## src/rtl/ahb_pkg.sv

```systemverilog
// Shared AHB types and defaults for the request-to-AHB master.
package ahb_pkg;

  // Byte address and data word carried on the AHB side.
  typedef logic [31:0] AHB_ADDR4_T;
  typedef logic [31:0] AHB_DATA4_T;

  // Default data-phase cycle limit before a transfer is abandoned.
  localparam int AHB_TIMEOUT_DFLT = 16;

  // Default parking address; must decode to no slave.
  localparam AHB_ADDR4_T AHB_PARK_ADDR_DFLT = 32'hFFFF_FFFF;

  // Width of the data-phase wait counter (saturates at all-ones).
  localparam int AHB_TMO_CNT_W = 5;

  // Transfer sequencing: idle, single address cycle, data phase.
  typedef enum logic [1:0] {
    IDLE = 2'd0,
    ADDR = 2'd1,
    DATA = 2'd2
  } ahb_mst_state_e;

endpackage : ahb_pkg

```

## src/rtl/ahb_req_master.sv

```systemverilog
// Single-outstanding AHB master: turns a valid/ready request into one
// non-pipelined AHB transfer and returns a one-cycle response pulse.
// A data phase stalled for TIMEOUT cycles is abandoned with rsp_err set.
// TIMEOUT is expected to lie in 1..32 so the 5-bit counter can reach it.
module ahb_req_master
  import ahb_pkg::*;
#(
  parameter AHB_ADDR4_T PARK_ADDR = AHB_PARK_ADDR_DFLT,
  parameter int         TIMEOUT   = AHB_TIMEOUT_DFLT
) (
  input  logic       hclk,
  input  logic       hresetn,
  // request side
  input  logic       req_valid,
  output logic       req_ready,
  input  logic       req_write,
  input  AHB_ADDR4_T req_addr,
  input  AHB_DATA4_T req_wdata,
  // response side
  output logic       rsp_valid,
  output AHB_DATA4_T rsp_rdata,
  output logic       rsp_err,
  // AHB side
  output AHB_ADDR4_T haddr,
  output logic       hwrite,
  output AHB_DATA4_T hwdata,
  input  logic       hready,
  input  AHB_DATA4_T hrdata
);

  localparam logic [AHB_TMO_CNT_W-1:0] TMO_LAST = AHB_TMO_CNT_W'(TIMEOUT - 1);

  // Saturating increment for the data-phase wait counter.
  function automatic logic [AHB_TMO_CNT_W-1:0] sat_inc(
    input logic [AHB_TMO_CNT_W-1:0] v
  );
    return (&v) ? v : v + 1'b1;
  endfunction

  ahb_mst_state_e             state_q,     state_d;
  logic [AHB_TMO_CNT_W-1:0]   cnt_q,       cnt_d;
  logic                       req_ready_q, req_ready_d;
  logic                       rsp_valid_q, rsp_valid_d;
  logic                       rsp_err_q,   rsp_err_d;
  AHB_DATA4_T                 rsp_rdata_q, rsp_rdata_d;
  AHB_ADDR4_T                 addr_q,      addr_d;
  logic                       write_q,     write_d;
  AHB_DATA4_T                 wdata_q,     wdata_d;

  // Next-state, request capture, timeout counting and response generation.
  always_comb begin
    state_d     = state_q;
    cnt_d       = cnt_q;
    rsp_valid_d = 1'b0;
    rsp_err_d   = 1'b0;
    rsp_rdata_d = '0;
    addr_d      = addr_q;
    write_d     = write_q;
    wdata_d     = wdata_q;

    unique case (state_q)
      IDLE: begin
        // req_ready_q gates acceptance so nothing is taken in the
        // first cycle after reset release.
        if (req_valid && req_ready_q) begin
          addr_d  = req_addr;
          write_d = req_write;
          wdata_d = req_wdata;
          state_d = ADDR;
        end
      end
      ADDR: begin
        cnt_d   = '0;
        state_d = DATA;
      end
      DATA: begin
        // A ready slave always wins over an expiring counter.
        if (hready) begin
          rsp_valid_d = 1'b1;
          rsp_rdata_d = write_q ? '0 : hrdata;
          cnt_d       = '0;
          state_d     = IDLE;
        end else if (cnt_q == TMO_LAST) begin
          rsp_valid_d = 1'b1;
          rsp_err_d   = 1'b1;
          cnt_d       = '0;
          state_d     = IDLE;
        end else begin
          cnt_d = sat_inc(cnt_q);
        end
      end
      default: begin
        cnt_d   = '0;
        state_d = IDLE;
      end
    endcase

    req_ready_d = (state_d == IDLE);
  end

  // Control and response registers; reset abandons any transfer in flight.
  always_ff @(posedge hclk or negedge hresetn) begin
    if (!hresetn) begin
      state_q     <= IDLE;
      cnt_q       <= '0;
      req_ready_q <= 1'b0;
      rsp_valid_q <= 1'b0;
      rsp_err_q   <= 1'b0;
      rsp_rdata_q <= '0;
    end else begin
      state_q     <= state_d;
      cnt_q       <= cnt_d;
      req_ready_q <= req_ready_d;
      rsp_valid_q <= rsp_valid_d;
      rsp_err_q   <= rsp_err_d;
      rsp_rdata_q <= rsp_rdata_d;
    end
  end

  // Latched request fields; only observed outside IDLE, so no reset needed.
  always_ff @(posedge hclk) begin
    addr_q  <= addr_d;
    write_q <= write_d;
    wdata_q <= wdata_d;
  end

  // AHB bus drive: address only during ADDR, write data only during DATA.
  always_comb begin
    haddr  = PARK_ADDR;
    hwrite = 1'b0;
    hwdata = '0;
    unique case (state_q)
      ADDR: begin
        haddr  = addr_q;
        hwrite = write_q;
      end
      DATA: begin
        hwdata = write_q ? wdata_q : '0;
      end
      default: begin
        haddr  = PARK_ADDR;
      end
    endcase
  end

  assign req_ready = req_ready_q;
  assign rsp_valid = rsp_valid_q;
  assign rsp_err   = rsp_err_q;
  assign rsp_rdata = rsp_rdata_q;

endmodule : ahb_req_master

```

## config.mk

```make
export PLATFORM = sky130hd
export DESIGN_NAME = ahb_req_master
export DESIGN_NICKNAME = d
export VERILOG_FILES = /design/src/rtl/ahb_pkg.sv /design/src/rtl/ahb_req_master.sv
export SDC_FILE = /design/constraint.sdc
export NUM_CORES = 1
export LEC_CHECK = 0
export ABC_AREA = 0
export CORE_MARGIN = 8
export CORE_UTILIZATION = 44
export CTS_BUF_LIST = sky130_fd_sc_hd__clkbuf_8
export CTS_CLUSTER_SIZE = 20
export DETAILED_ROUTE_END_ITERATION = 8
export PLACE_DENSITY = 0.88
export REMOVE_ABC_BUFFERS = 1
export SETUP_SLACK_MARGIN = 0.3
export SLEW_MARGIN = 20
export SYNTH_ARGS = -nofsm -noshare
export SYNTH_HDL_FRONTEND = slang
export SYNTH_SLANG_ARGS = --single-unit
export TNS_END_PERCENT = 50
```

## constraint.sdc

```tcl
create_clock -name hclk -period 8 [get_ports hclk]
set_clock_uncertainty 0.2 [all_clocks]
set_input_delay 1.6 -clock hclk [delete_from_list [all_inputs] [get_ports hclk]]
set_output_delay 1.6 -clock hclk [all_outputs]
set_load 0.02 [all_outputs]
```

; ---- Yosys cells after proc, flatten, opt, wreduce, memory -nomap -nowiden
; Index checks and enable logic that the tools add are counted.
[op_classes]
n_addsub = 1
n_eq_ne = 4
mux = 20
n_bitwise = 1
reduce_logical = 6
[ops]
columns = cell, n
row1 = $mux 32, 6
row2 = $mux 5, 3
row3 = $pmux 5 s2, 1
row4 = $mux 1, 6
row5 = $mux 2, 3
row6 = $pmux 2 s3, 1
row7 = $add 5x1->5 const B, 1
row8 = $eq 5x4->1 const B, 1
row9 = $reduce_and 5->1, 1
row10 = $logic_not 2->1, 2
row11 = $ne 4x4->1 const B, 1
row12 = $reduce_and 2->1, 2
row13 = $eq 2x1->1 const B, 1
row14 = $eq 2x2->1 const B, 1
row15 = $logic_and 1x1->1, 1
row16 = $not 1->1, 1
[word_totals]
register_bits = 107
inputBits = 101
out_inout_bits = 100
word_cells = 41

; ---- Logic depth before layout (Yosys ltp)
[depth]
depth_word = 5
ltp_mapped = 4
depth_no_buf = 4

; ---- Least setup slack after synthesis
; No wires, ideal clock.
[synth_timing]
kind = input port to flip-flop
startpoint = input req_valid
endpoint = register addr_q[0] (enable)
setup_ns = 0.430
arrival_ns = 3.177
required_ns = 7.370
slack_ns = 4.193
stages = 1
path_buffers = 0
path_cell_list = and3_1
[synth_between]
elab_chain_len = 2
[synth_lines]
columns = item, line_no
row1 = "start, declared", ahb_req_master.sv:14  ; input logic req_valid,
row2 = $logic_and 1x1->1, ahb_req_master.sv:65  ; if (req_valid && req_ready_q) begin
row3 = $reduce_and 2->1 (no line), n/a
row4 = "end signal, assigned", ahb_req_master.sv:122  ; addr_q <= addr_d;
row5 = "end, declared", ahb_req_master.sv:46  ; AHB_ADDR4_T addr_q, addr_d;
; Every way passes these cells.
; A chain may end at the register's enable or synchronous reset.

; ---- Worst setup path after layout
[layout_timing]
startpoint = register state_q[1]
endpoint = output hwrite
[layout_between]
elab_chain_len = 2
[layout_lines]
columns = item, line_no
row1 = "start, declared", ahb_req_master.sv:40  ; ahb_mst_state_e state_q, state_d;
row2 = "start signal, assigned", ahb_req_master.sv:111  ; state_q <= state_d;
row3 = $eq 2x1->1, ahb_req_master.sv:132  ; unique case (state_q)
row4 = $mux 1, ahb_req_master.sv:132
row5 = "end, declared", ahb_req_master.sv:25  ; output logic hwrite,
; Every way passes these cells.

==> impl_results.md <==
- Count of antenna diodes in the layout: 0
- Worst stage delay on the critical path: between 0.6 and 0.7 ns
- Setup crit start kind: flip-flop
- Pre-antenna DRT Iters: 5
- IO buf count: 200
- Wire length of the first global-routing pass: about 15000 µm
- DR WL/cell: between 15 and 20 µm
- Data required, critical path: 6.20 ns
- Deepest level of the CTS H-tree: 3
- Number of antenna violations at the first check in global routing: 0
- Worst EP arrival: roughly 2.3 ns
- DR vias: about 2700
- Library cell occupying the most area in the post-synthesis netlist: sky130_fd_sc_hd__edfxtp_1
- Share of async-settable or async-resettable flops after synthesis: between 30% and 40%
- Number of failing hold endpoints at the final stage: 0
- Endpoints failing setup: 0
- Yosys cell types: 26
- Total of cells resized after clock tree synthesis: 0
- Maximum achievable frequency: roughly 240 MHz
- Yosys warnings: 0
- Antenna-violating nets left: 0
- Residual overflow from global routing: 0
- TritonCTS clock tree: done
- Number of DRC violations after detailed-routing iteration 0: 87
- Pins over their slew limit: 0
- Register bit total from synthesis: ~110
- X dimension of the die: 110 µm
- Largest buffer count on any clock path: 2
- Clock tree root driver cell: sky130_fd_sc_hd__clkbuf_8
- Standard cell core area: 8640 µm²
- Number of instances in the synthesized netlist: about 250
- HPWL after DPL: a little over 8000 µm
- Critical path endpoint category: output port
- Max transition margin: between 30% and 40%
- Maximum number of pins on one net before global-route repair: 43
- Fraction of final layout cells sized beyond drive strength 1: 5.51%
- Max-capacitance violation count: 0
- Net count reported at finish: about 550
- Most instantiated flip-flop cell in the synthesis netlist: sky130_fd_sc_hd__edfxtp_1
- Pin slew with the least headroom to its limit: 0.905 ns
- Sequential-to-total area share from yosys stat: roughly 77%
- Area added between synthesis and finish: 59.7%
- Pwr/cell area: between 200 and 300 nW/µm²
- Top cells by instance count after synthesis: sky130_fd_sc_hd__and2_1, sky130_fd_sc_hd__edfxtp_1, sky130_fd_sc_hd__dfrtp_1, sky130_fd_sc_hd__nand2b_1, sky130_fd_sc_hd__clkbuf_1
- CTS hold repair buffers: 0
- Overall fraction of global-route tracks in use: ~17%
- DIE AREA: 12100 µm²
- Synthesized area per cell: between 15 and 20 µm²
- Path type of the worst setup path: reg2out
- Leakage component of the power: 2.39 nW
- Overall die height: about 110 µm
- Std-Cell Rows: 34
- Clock Latency Late Sink: 0.35 ns
- Mapped cell area: 3880 µm²
- Setup repair after global routing missed its margin: no
- Via count of the first global-routing pass: approximately 2800
- Post-CTS Setup Inserts: 0
- Total Neg Setup Slack: 0 ns
- I/O Pins: ~200
- Starting utilization of the core area: about 45%
- Max VDD drop: between 0.0001 and 0.00015 V
- Result of the run: finished, final reports clean
- Maximum fanout count along the critical path: 34
- Largest cells by area after synthesis: sky130_fd_sc_hd__edfxtp_1, sky130_fd_sc_hd__dfrtp_1, sky130_fd_sc_hd__and2_1, sky130_fd_sc_hd__nand2b_1, sky130_fd_sc_hd__clkbuf_1
- Clock slew at reported path FFs: 0.09 ns
- Number of flops mapped to enable cells by yosys: between 60 and 70
- DRC: 0
- Minimum clock period after layout: between 4 and 5 ns
- Vias per cell: about 4.8
- Number of buffers created by CTS: 9
- Post-route fraction of the period consumed by the critical path: between 50% and 60%
- Sinks on the clock net: 107
- Fill cell count: 574
- Slowest library cell on the worst path: sky130_fd_sc_hd__and2b_2
- Detailed-route wire length: 10400 µm
- Class of the tightest hold or removal check: reg2reg
- Bufs and invs on worst path: 1
- Critical path, cell by cell: and2b_2 > and2_1 > clkdlybuf4s50_1
- Fraction of the core area covered by cells at the end of the flow: 71.7%
- Final Wtd Congestion: about 0.84
- Top cell family by delay on the critical path: simple AND/OR/NAND/NOR gates
- Share of the synthesized area in the top cell type: approximately 50%
## routing by layer
layer	vias up	part of all wire, %	GRT usage [%]
li1	1239	-	-
met1	1272	35	18.2
met2	149	51	29.4
met3	14	13	6.68
met4	0	1.7	6.56
met5	-	0	0
## path summary, 6_finish.rpt
| kind | cells past startpoint | slack, ns | end | from |
|---|---|---|---|---|
| max in group asynchronous | 1 | 5.87 | rsp_rdata[5] | hresetn |
| min in group asynchronous | 1 | 1.17 | rsp_rdata[7] | hresetn |
| worst min register to register | 1 | 0.35 | cnt_q[1] | cnt_q[1] |
| worst max-delay path | 3 | 3.91 | hwrite | state_q[1] |
| worst max register to register | 3 | 5.49 | addr_q[8] | state_q[0] |
| worst min-delay path | 1 | 0.35 | cnt_q[1] | cnt_q[1] |
## state kept, by name (all words and copies together), names as in the netlist
signal and cells:
req_ready 1, write_q 1, addr_q 32, rsp_rdata 32, rsp_valid 1, rsp_err 1, state_q 2, wdata_q 32
cnt_q 5
## layout by cell type, fill, tap and decap left out, drive strengths merged, types with 3 or more instances in the layout
cell           count
clkdlybuf4s50    199
inv                3
nand2              3
dfrtp             42
clkbuf            11
a21oi              3
and3               3
nand2b            33
nor2               3
edfxtp            65
and2              65
## worst reg2reg max path: cells and delay by family, from the launching register on
kind                   cells  cell delay (ns)
buffers and inverters      1             0.56
DFF                        1             0.47
and+or+nand+nor            2             0.91
## power by group
part           total [W]  switching [W]  internal (W)
combinational   0.000482       0.000256      0.000227
sequential      0.000733      0.0000306      0.000703
clock           0.000333       0.000171      0.000162
total            0.00155       0.000457       0.00109
## per-stage QoR
| step | cells | cell area (µm²) | total power (W) | hold slack, ns | setup WS [ns] |
|---|---|---|---|---|---|
| 3_5_place_dp | 546 | 5980 | 0.00123 | 0.324 | 4.21 |
| 6_report | 562 | 6190 | 0.00155 | 0.352 | 3.91 |
| 4_1_cts | 562 | 6190 | 0.00157 | 0.349 | 3.86 |
| 3_3_place_gp | 546 | 5980 | 0.00122 | 0.317 | 4.25 |
| 5_1_grt | 562 | 6190 | 0.00162 | 0.368 | 3.78 |
| 2_1_floorplan | 237 | 3840 | 0.000981 | 0.292 | 4.19 |
## cell type report
type,instances,area [µm²],area share [%]
clock buffer,11,151,2.45
clock inverter,5,55.1,0.889
multi-input combinational,130,841,13.6
sequential,107,3000,48.5
tap,108,135,2.18
timing repair buffer,201,2000,32.4
## logic make-up after synthesis
| group | count (synthesis) | synth area share [%] |
|---|---|---|
| AND/OR/NAND/NOR | 119 | 19.4 |
| flip-flops | 107 | 77.5 |
| AO/OA/AOI/OAI | 9 | 1.68 |
| buffers and inverters | 9 | 0.871 |
| multiplexers | 1 | 0.290 |
| adder cells (fa/ha/maj) | 1 | 0.323 |
(Power assumes the default switching activity.)
